## src/rtl/debounce_pkg.sv

```systemverilog
// Shared constants and counter-width helper for the multi-channel debouncer.
package debounce_pkg;

    localparam int unsigned DEFAULT_NUM_CH         = 4;
    localparam int unsigned DEFAULT_DEBOUNCE_LIMIT = 250000;
    localparam int unsigned DEFAULT_LONG_LIMIT     = 25000000;

    function automatic int unsigned cnt_width(input int unsigned v);
        return (v <= 1) ? 1 : $clog2(v);
    endfunction

endpackage

```

## src/rtl/Debounce_Channel.sv

```systemverilog
// One debounce channel: 2-flop sync, stability counter, edge pulses.
// Long-press hold counter is built only with DEBOUNCE_LONG_PRESS_EN.
module Debounce_Channel
    import debounce_pkg::*;
#(
    parameter int unsigned DEBOUNCE_LIMIT = DEFAULT_DEBOUNCE_LIMIT,
    parameter logic        RESET_LEVEL    = 1'b0,
    parameter int unsigned LONG_LIMIT     = DEFAULT_LONG_LIMIT
) (
    input  logic i_Clk,
    input  logic i_Rst_L,
    input  logic i_Bouncy,
    output logic o_Debounced,
    output logic o_Rise,
    output logic o_Fall,
    output logic o_Long
);

    if (DEBOUNCE_LIMIT < 2) begin : g_bad_limit
        $error("DEBOUNCE_LIMIT must be at least 2");
    end
    if (LONG_LIMIT < 1) begin : g_bad_long
        $error("LONG_LIMIT must be at least 1");
    end

    localparam int unsigned   CW       = cnt_width(DEBOUNCE_LIMIT);
    localparam logic [CW-1:0] CNT_LAST = CW'(DEBOUNCE_LIMIT - 1);

    logic [1:0]    sync_q;
    logic [CW-1:0] cnt_q, cnt_d;
    logic          deb_q, deb_d;
    logic          rise_q, rise_d;
    logic          fall_q, fall_d;
    logic          differ, accept;

    assign differ = sync_q[1] ^ deb_q;
    assign accept = differ && (cnt_q == CNT_LAST);
    assign rise_d = accept & sync_q[1];
    assign fall_d = accept & ~sync_q[1];

    // Any agreeing cycle restarts the count, so glitches never accumulate.
    always_comb begin
        cnt_d = '0;
        deb_d = deb_q;
        if (accept) begin
            deb_d = sync_q[1];
        end else if (differ) begin
            cnt_d = cnt_q + 1'b1;
        end
    end

    always_ff @(posedge i_Clk or negedge i_Rst_L) begin
        if (!i_Rst_L) begin
            sync_q <= {2{RESET_LEVEL}};
            cnt_q  <= '0;
            deb_q  <= RESET_LEVEL;
            rise_q <= 1'b0;
            fall_q <= 1'b0;
        end else begin
            sync_q <= {sync_q[0], i_Bouncy};
            cnt_q  <= cnt_d;
            deb_q  <= deb_d;
            rise_q <= rise_d;
            fall_q <= fall_d;
        end
    end

    assign o_Debounced = deb_q;
    assign o_Rise      = rise_q;
    assign o_Fall      = fall_q;

`ifdef DEBOUNCE_LONG_PRESS_EN
    localparam int unsigned   HW       = cnt_width(LONG_LIMIT + 1);
    localparam logic [HW-1:0] HOLD_MAX = HW'(LONG_LIMIT);

    logic [HW-1:0] hold_q, hold_d;
    logic          long_q, long_d;

    always_comb begin
        hold_d = '0;
        if (deb_q) begin
            hold_d = (hold_q == HOLD_MAX) ? hold_q : hold_q + 1'b1;
        end
    end

    // Saturation guarantees a single pulse per press.
    assign long_d = deb_q && (hold_q == HOLD_MAX - 1'b1);

    always_ff @(posedge i_Clk or negedge i_Rst_L) begin
        if (!i_Rst_L) begin
            hold_q <= '0;
            long_q <= 1'b0;
        end else begin
            hold_q <= hold_d;
            long_q <= long_d;
        end
    end

    assign o_Long = long_q;
`else
    assign o_Long = 1'b0;
`endif

endmodule

```

## src/rtl/multi_debounce_filter.sv

```systemverilog
// Top: NUM_CH independent debounce channels.
// Define DEBOUNCE_LONG_PRESS_EN to enable long-press pulses on o_Long.
module multi_debounce_filter
    import debounce_pkg::*;
#(
    parameter int unsigned NUM_CH         = DEFAULT_NUM_CH,
    parameter int unsigned DEBOUNCE_LIMIT = DEFAULT_DEBOUNCE_LIMIT,
    parameter logic        RESET_LEVEL    = 1'b0,
    parameter int unsigned LONG_LIMIT     = DEFAULT_LONG_LIMIT
) (
    input  logic              i_Clk,
    input  logic              i_Rst_L,
    input  logic [NUM_CH-1:0] i_Bouncy,
    output logic [NUM_CH-1:0] o_Debounced,
    output logic [NUM_CH-1:0] o_Rise,
    output logic [NUM_CH-1:0] o_Fall,
    output logic [NUM_CH-1:0] o_Long
);

    for (genvar ch = 0; ch < NUM_CH; ch++) begin : g_ch
        Debounce_Channel #(
            .DEBOUNCE_LIMIT (DEBOUNCE_LIMIT),
            .RESET_LEVEL    (RESET_LEVEL),
            .LONG_LIMIT     (LONG_LIMIT)
        ) u_ch (
            .i_Clk       (i_Clk),
            .i_Rst_L     (i_Rst_L),
            .i_Bouncy    (i_Bouncy[ch]),
            .o_Debounced (o_Debounced[ch]),
            .o_Rise      (o_Rise[ch]),
            .o_Fall      (o_Fall[ch]),
            .o_Long      (o_Long[ch])
        );
    end

endmodule

```

## config.mk

```make
export PLATFORM = sky130hd
export DESIGN_NAME = multi_debounce_filter
export DESIGN_NICKNAME = d
export VERILOG_FILES = /design/src/rtl/debounce_pkg.sv /design/src/rtl/Debounce_Channel.sv /design/src/rtl/multi_debounce_filter.sv
export SDC_FILE = /design/constraint.sdc
export NUM_CORES = 1
export LEC_CHECK = 0
export ABC_AREA = 1
export BUFFER_PORTS_ARGS = -buffer_cell sky130_fd_sc_hd__buf_2
export CORE_ASPECT_RATIO = 0.5
export CORE_UTILIZATION = 30
export CTS_CLUSTER_SIZE = 12
export DETAILED_ROUTE_END_ITERATION = 12
export GPL_TIMING_DRIVEN = 1
export SKIP_LAST_GASP = 1
export SYNTH_ARGS = -nofsm -noshare
export SYNTH_HDL_FRONTEND = slang
export SYNTH_SLANG_ARGS = --single-unit
```

## constraint.sdc

```tcl
create_clock -name i_Clk -period 1.8 [get_ports i_Clk]
set_input_delay 0.09 -clock i_Clk [delete_from_list [all_inputs] [get_ports i_Clk]]
set_output_delay 0.09 -clock i_Clk [all_outputs]
set_load 0.05 [all_outputs]
```

==> impl_summary.md <==
Power
The power density of the placed cells is 733 mW/mm². The cell leakage power is ~2.5 nW. The worst IR drop on VDD is between 0.4 and 0.5 mV.

Die
The I/O pin total is 22. The total number of placement rows is 32. The initial utilization of the core area, before any placement, comes to a little under a third. The area inside the core boundary is 0.0158 mm². The floorplan step defined a die boundary enclosing 0.0171 mm².

The die outline height is 92.9 µm. The width of the die is ~180 µm.

Cells and area
Leaving out filler cells and counting taps, the final layout contains 877. For this run, the post-layout net count is approximately 660. Cells with a size suffix above 1 make up between 10% and 20% of the layout.

The layout overhead on the synthesized area is 12.6%. The post-route cell area is 0.00559 mm². The storage element area is 0.00230 mm². The antenna cell count is 0.

In the final layout, the multi-input gates occupy 0.00229 mm². The layout has between 1.5k and 2k filler cells.

Global route
For this run, the total global-route usage over all layers was measured as 12.9%. The initial antenna violation count is 0. The met2 usage in global routing is ~20%.

The global routing stage identified its most utilized layer as met2. The final global-route overflow total is 0. Entering global routing, the biggest net connects 44 pins.

The via count of the first global-routing pass is 3715. The wire length of the first global-routing pass is approximately 17000 µm. The global routing usage on met3 is around 2.9%. Global routing consumed, on the met1 layer, 17.4% of the routing resources.

Detailed routing
The wire length per cell is 11.3 µm. The detail route stage leaves a number of antenna-violating nets equal to 0. The number of vias per cell is around 4.3. After detailed routing, the total wire length is 9910 µm.

The number of remaining DRC errors is 0. The routed layout has 3803 vias. The number of design-rule violations left by the first detailed-router iteration is approximately 250. The first-pass iteration count of the detailed router is 5.

Timing
Setup repair after global routing left no endpoint under its margin. The time the final worst path needs with I/O delays and setup is 1.47 ns. The actual transition at the worst max-transition pin is 0.571 ns.

The maximum operating frequency is 0.682 GHz. The fraction of the cycle the final worst path needs is between 80 and 90%. The tightest hold path in the finished design has a slack of 0.276 ns. Measured against its own limit, the worst slew margin works out to roughly three fifths. Setup violations remaining at the end of the flow were counted as 0. The number of pins exceeding their max-slew limit in the final report is 0. The number of hold violations in the final report is 0.

The clock arrives with 0.00860 ns of skew. Adding up every negative setup slack in the final design gives 0 ns.

Place
Detailed placement finished with a half-perimeter wire length of approximately 7300 µm. The post-placement cell area is 0.00526 mm². The number of input and output port buffers inserted is 17. The routability congestion estimate is roughly 0.89. The number of placed cells counting well taps is 856.

CTS
Clock tree synthesis selected as its root buffer the cell clkbuf_16. The clock sink total is 92. Once the clock tree was built, the setup fixing pass inserted 0 buffers.

CTS built an H-tree with a depth of 3. The number of CTS-inserted buffers is 9. The buffer depth of the longest clock path is 2. The post-CTS clock slew at the launch and capture registers of the worst setup and hold paths is approximately 0.07 ns. The quantity of gates resized following cts is 0. The clock latency on the worst-skew pair is 0.35 ns. TritonCTS built the clock tree.

Logic synthesis
Counting flops with a built-in enable in the synthesized netlist gives 0. Ranked by total cell area, the synthesized netlist is headed by dfrtp_1, nor2_1, nand2_1. Of all flip-flops after synthesis, the portion carrying an async set or reset was 100%. The netlist area before placement is 0.00496 mm².

The fraction of the yosys area taken by sequential cells is 46.4%. After synthesis the netlist holds a flip-flop and latch count of 92. The average instance in the mapped netlist occupies 7.90 µm². The most used flip-flop cell after synthesis is dfrtp_1. Summed over its instances, the top area cell type makes up between 40% and 50% of the synthesized netlist area. nor2_1 is the most common cell in the netlist. The count of mapped cells out of synthesis is approximately 630. The biggest area consumer among synthesized cells is dfrtp_1.

For this run, the number of Yosys warnings is 0. The commonest cells after synthesis are nor2_1, nand2_1, dfrtp_1. The number of distinct library cells after synthesis is 23.

Min path
In this run the worst hold path is classified as in -> async.

Critical path
The data arrival time at the worst-slack endpoint is 1.70 ns. The setup path with the least slack is of type reg -> reg. Of all nets on the critical path, the largest fanout is 7. The number of cells on the worst reg-to-reg path is 6. The critical path starts at g_ch[2].u_ch.cnt_q[0]. The slack of the worst reg-to-reg path is roughly 0.33 ns. The worst register-to-register path begins at g_ch[2].u_ch.cnt_q[0]. The capture instance of the worst register-to-register path is g_ch[2].u_ch.cnt_q[12]. The endpoint kind of the worst setup timing path is a register.

In this run the worst setup path terminates at g_ch[2].u_ch.cnt_q[12]. The required time of the critical path is 2.03 ns. STA classifies the critical path startpoint as a register.

Outcome
The flow ran to the end, and the final reports show no timing, DRC or antenna violations.

Flow run
The tool flagged a number of max-cap violations equal to 0.
## power by group
part           switching [mW]  total [mW]  internal [mW]
Clock                   0.855        1.80          0.941
Combinational           0.124       0.172         0.0483
Sequential             0.0272        2.12           2.10
## layout make-up
type,instances,share of cell area [%]
inverter,66,4.44
multi-input combinational,455,41.1
sequential,92,41.2
timing repair buffer,27,3.36
tap,221,4.95
clock inverter,7,0.941
clock buffer,9,4.03
## through the flow
step,worst slack [ns],util [%],total power [mW]
floorplan,0.515,-,2.26
global placement,0.365,33.3,2.33
detailed placement,0.325,33.3,2.33
CTS,0.311,35.4,4.15
global route,0.177,35.4,4.28
finish,0.334,35.4,4.09
## placed cells by master (no fill, tap or decap), drive strengths merged
cell type	Yosys	final
dlygate4sd3	0	5
nand3	56	56
clkinvlp	0	4
xor2	31	31
conb	1	4
a21oi	4	4
ha	4	4
nor3	8	8
buf	18	22
o21ai	8	8
dfrtp	92	92
clkbuf	0	9
and2	1	1
nor2	190	190
nand2	123	123
clkinv	0	2
nand4	9	9
xnor2	13	13
inv	66	67
nor3b	4	4
## layer usage
layer / up-vias / part of all wire (%)
met4: 0 / 1.4
met1: 1758 / 51
met3: 13 / 3.8
met2: 65 / 44
li1: 1967 / -
met5: - / 0
## kinds of logic (layout without fill, tap and decap cells)
logic type | count (synthesis) | after routing | synth area share, %
AOI/OAI and AO/OA | 12 | 12 | 1.21
xor gates and xnor gates | 44 | 44 | 7.77
adders and majority gates | 4 | 4 | 1.01
buffers and inverters | 84 | 109 | 7.61
DFF | 92 | 92 | 46.4
other | 1 | 4 | 0.0756
and+or+nand+nor | 391 | 391 | 35.9
## sequential cells by signal, summed over array words and instances (netlist names)
signal,flops
g_ch.u_ch.o_Debounced,4
g_ch.u_ch.sync_q,8
g_ch.u_ch.o_Rise,4
g_ch.u_ch.o_Fall,4
g_ch.u_ch.cnt_q,72
## critical path, stage by stage (launching register included)
cell	delay [ns]
dfrtp_1	0.38
ha_1	0.20
nand3_1	0.16
nor2_1	0.16
nand3_2	0.18
nand2_2	0.20
nor2_1	0.06
## timing repair
action                                  in CTS  in global routing
endpoints found under the hold margin       44                  0
endpoints found under the setup margin       0                  0
hold buffers                                 5                  0
## how the worst min path moves through the flow
stage	startpoint	slack (ns)	end	cells after the start
2_1_floorplan	i_Rst_L	-0.21	g_ch[0].u_ch.cnt_q[0]	0
3_5_place_dp	i_Rst_L	0.14	g_ch[3].u_ch.cnt_q[13]	1
3_3_place_gp	i_Rst_L	0.13	g_ch[3].u_ch.cnt_q[13]	1
6_report	i_Rst_L	0.28	g_ch[3].u_ch.cnt_q[13]	2
5_1_grt	i_Rst_L	0.35	g_ch[3].u_ch.cnt_q[13]	2
4_1_cts	i_Rst_L	0.30	g_ch[3].u_ch.cnt_q[13]	2
Power figures use the tool's default switching activity.
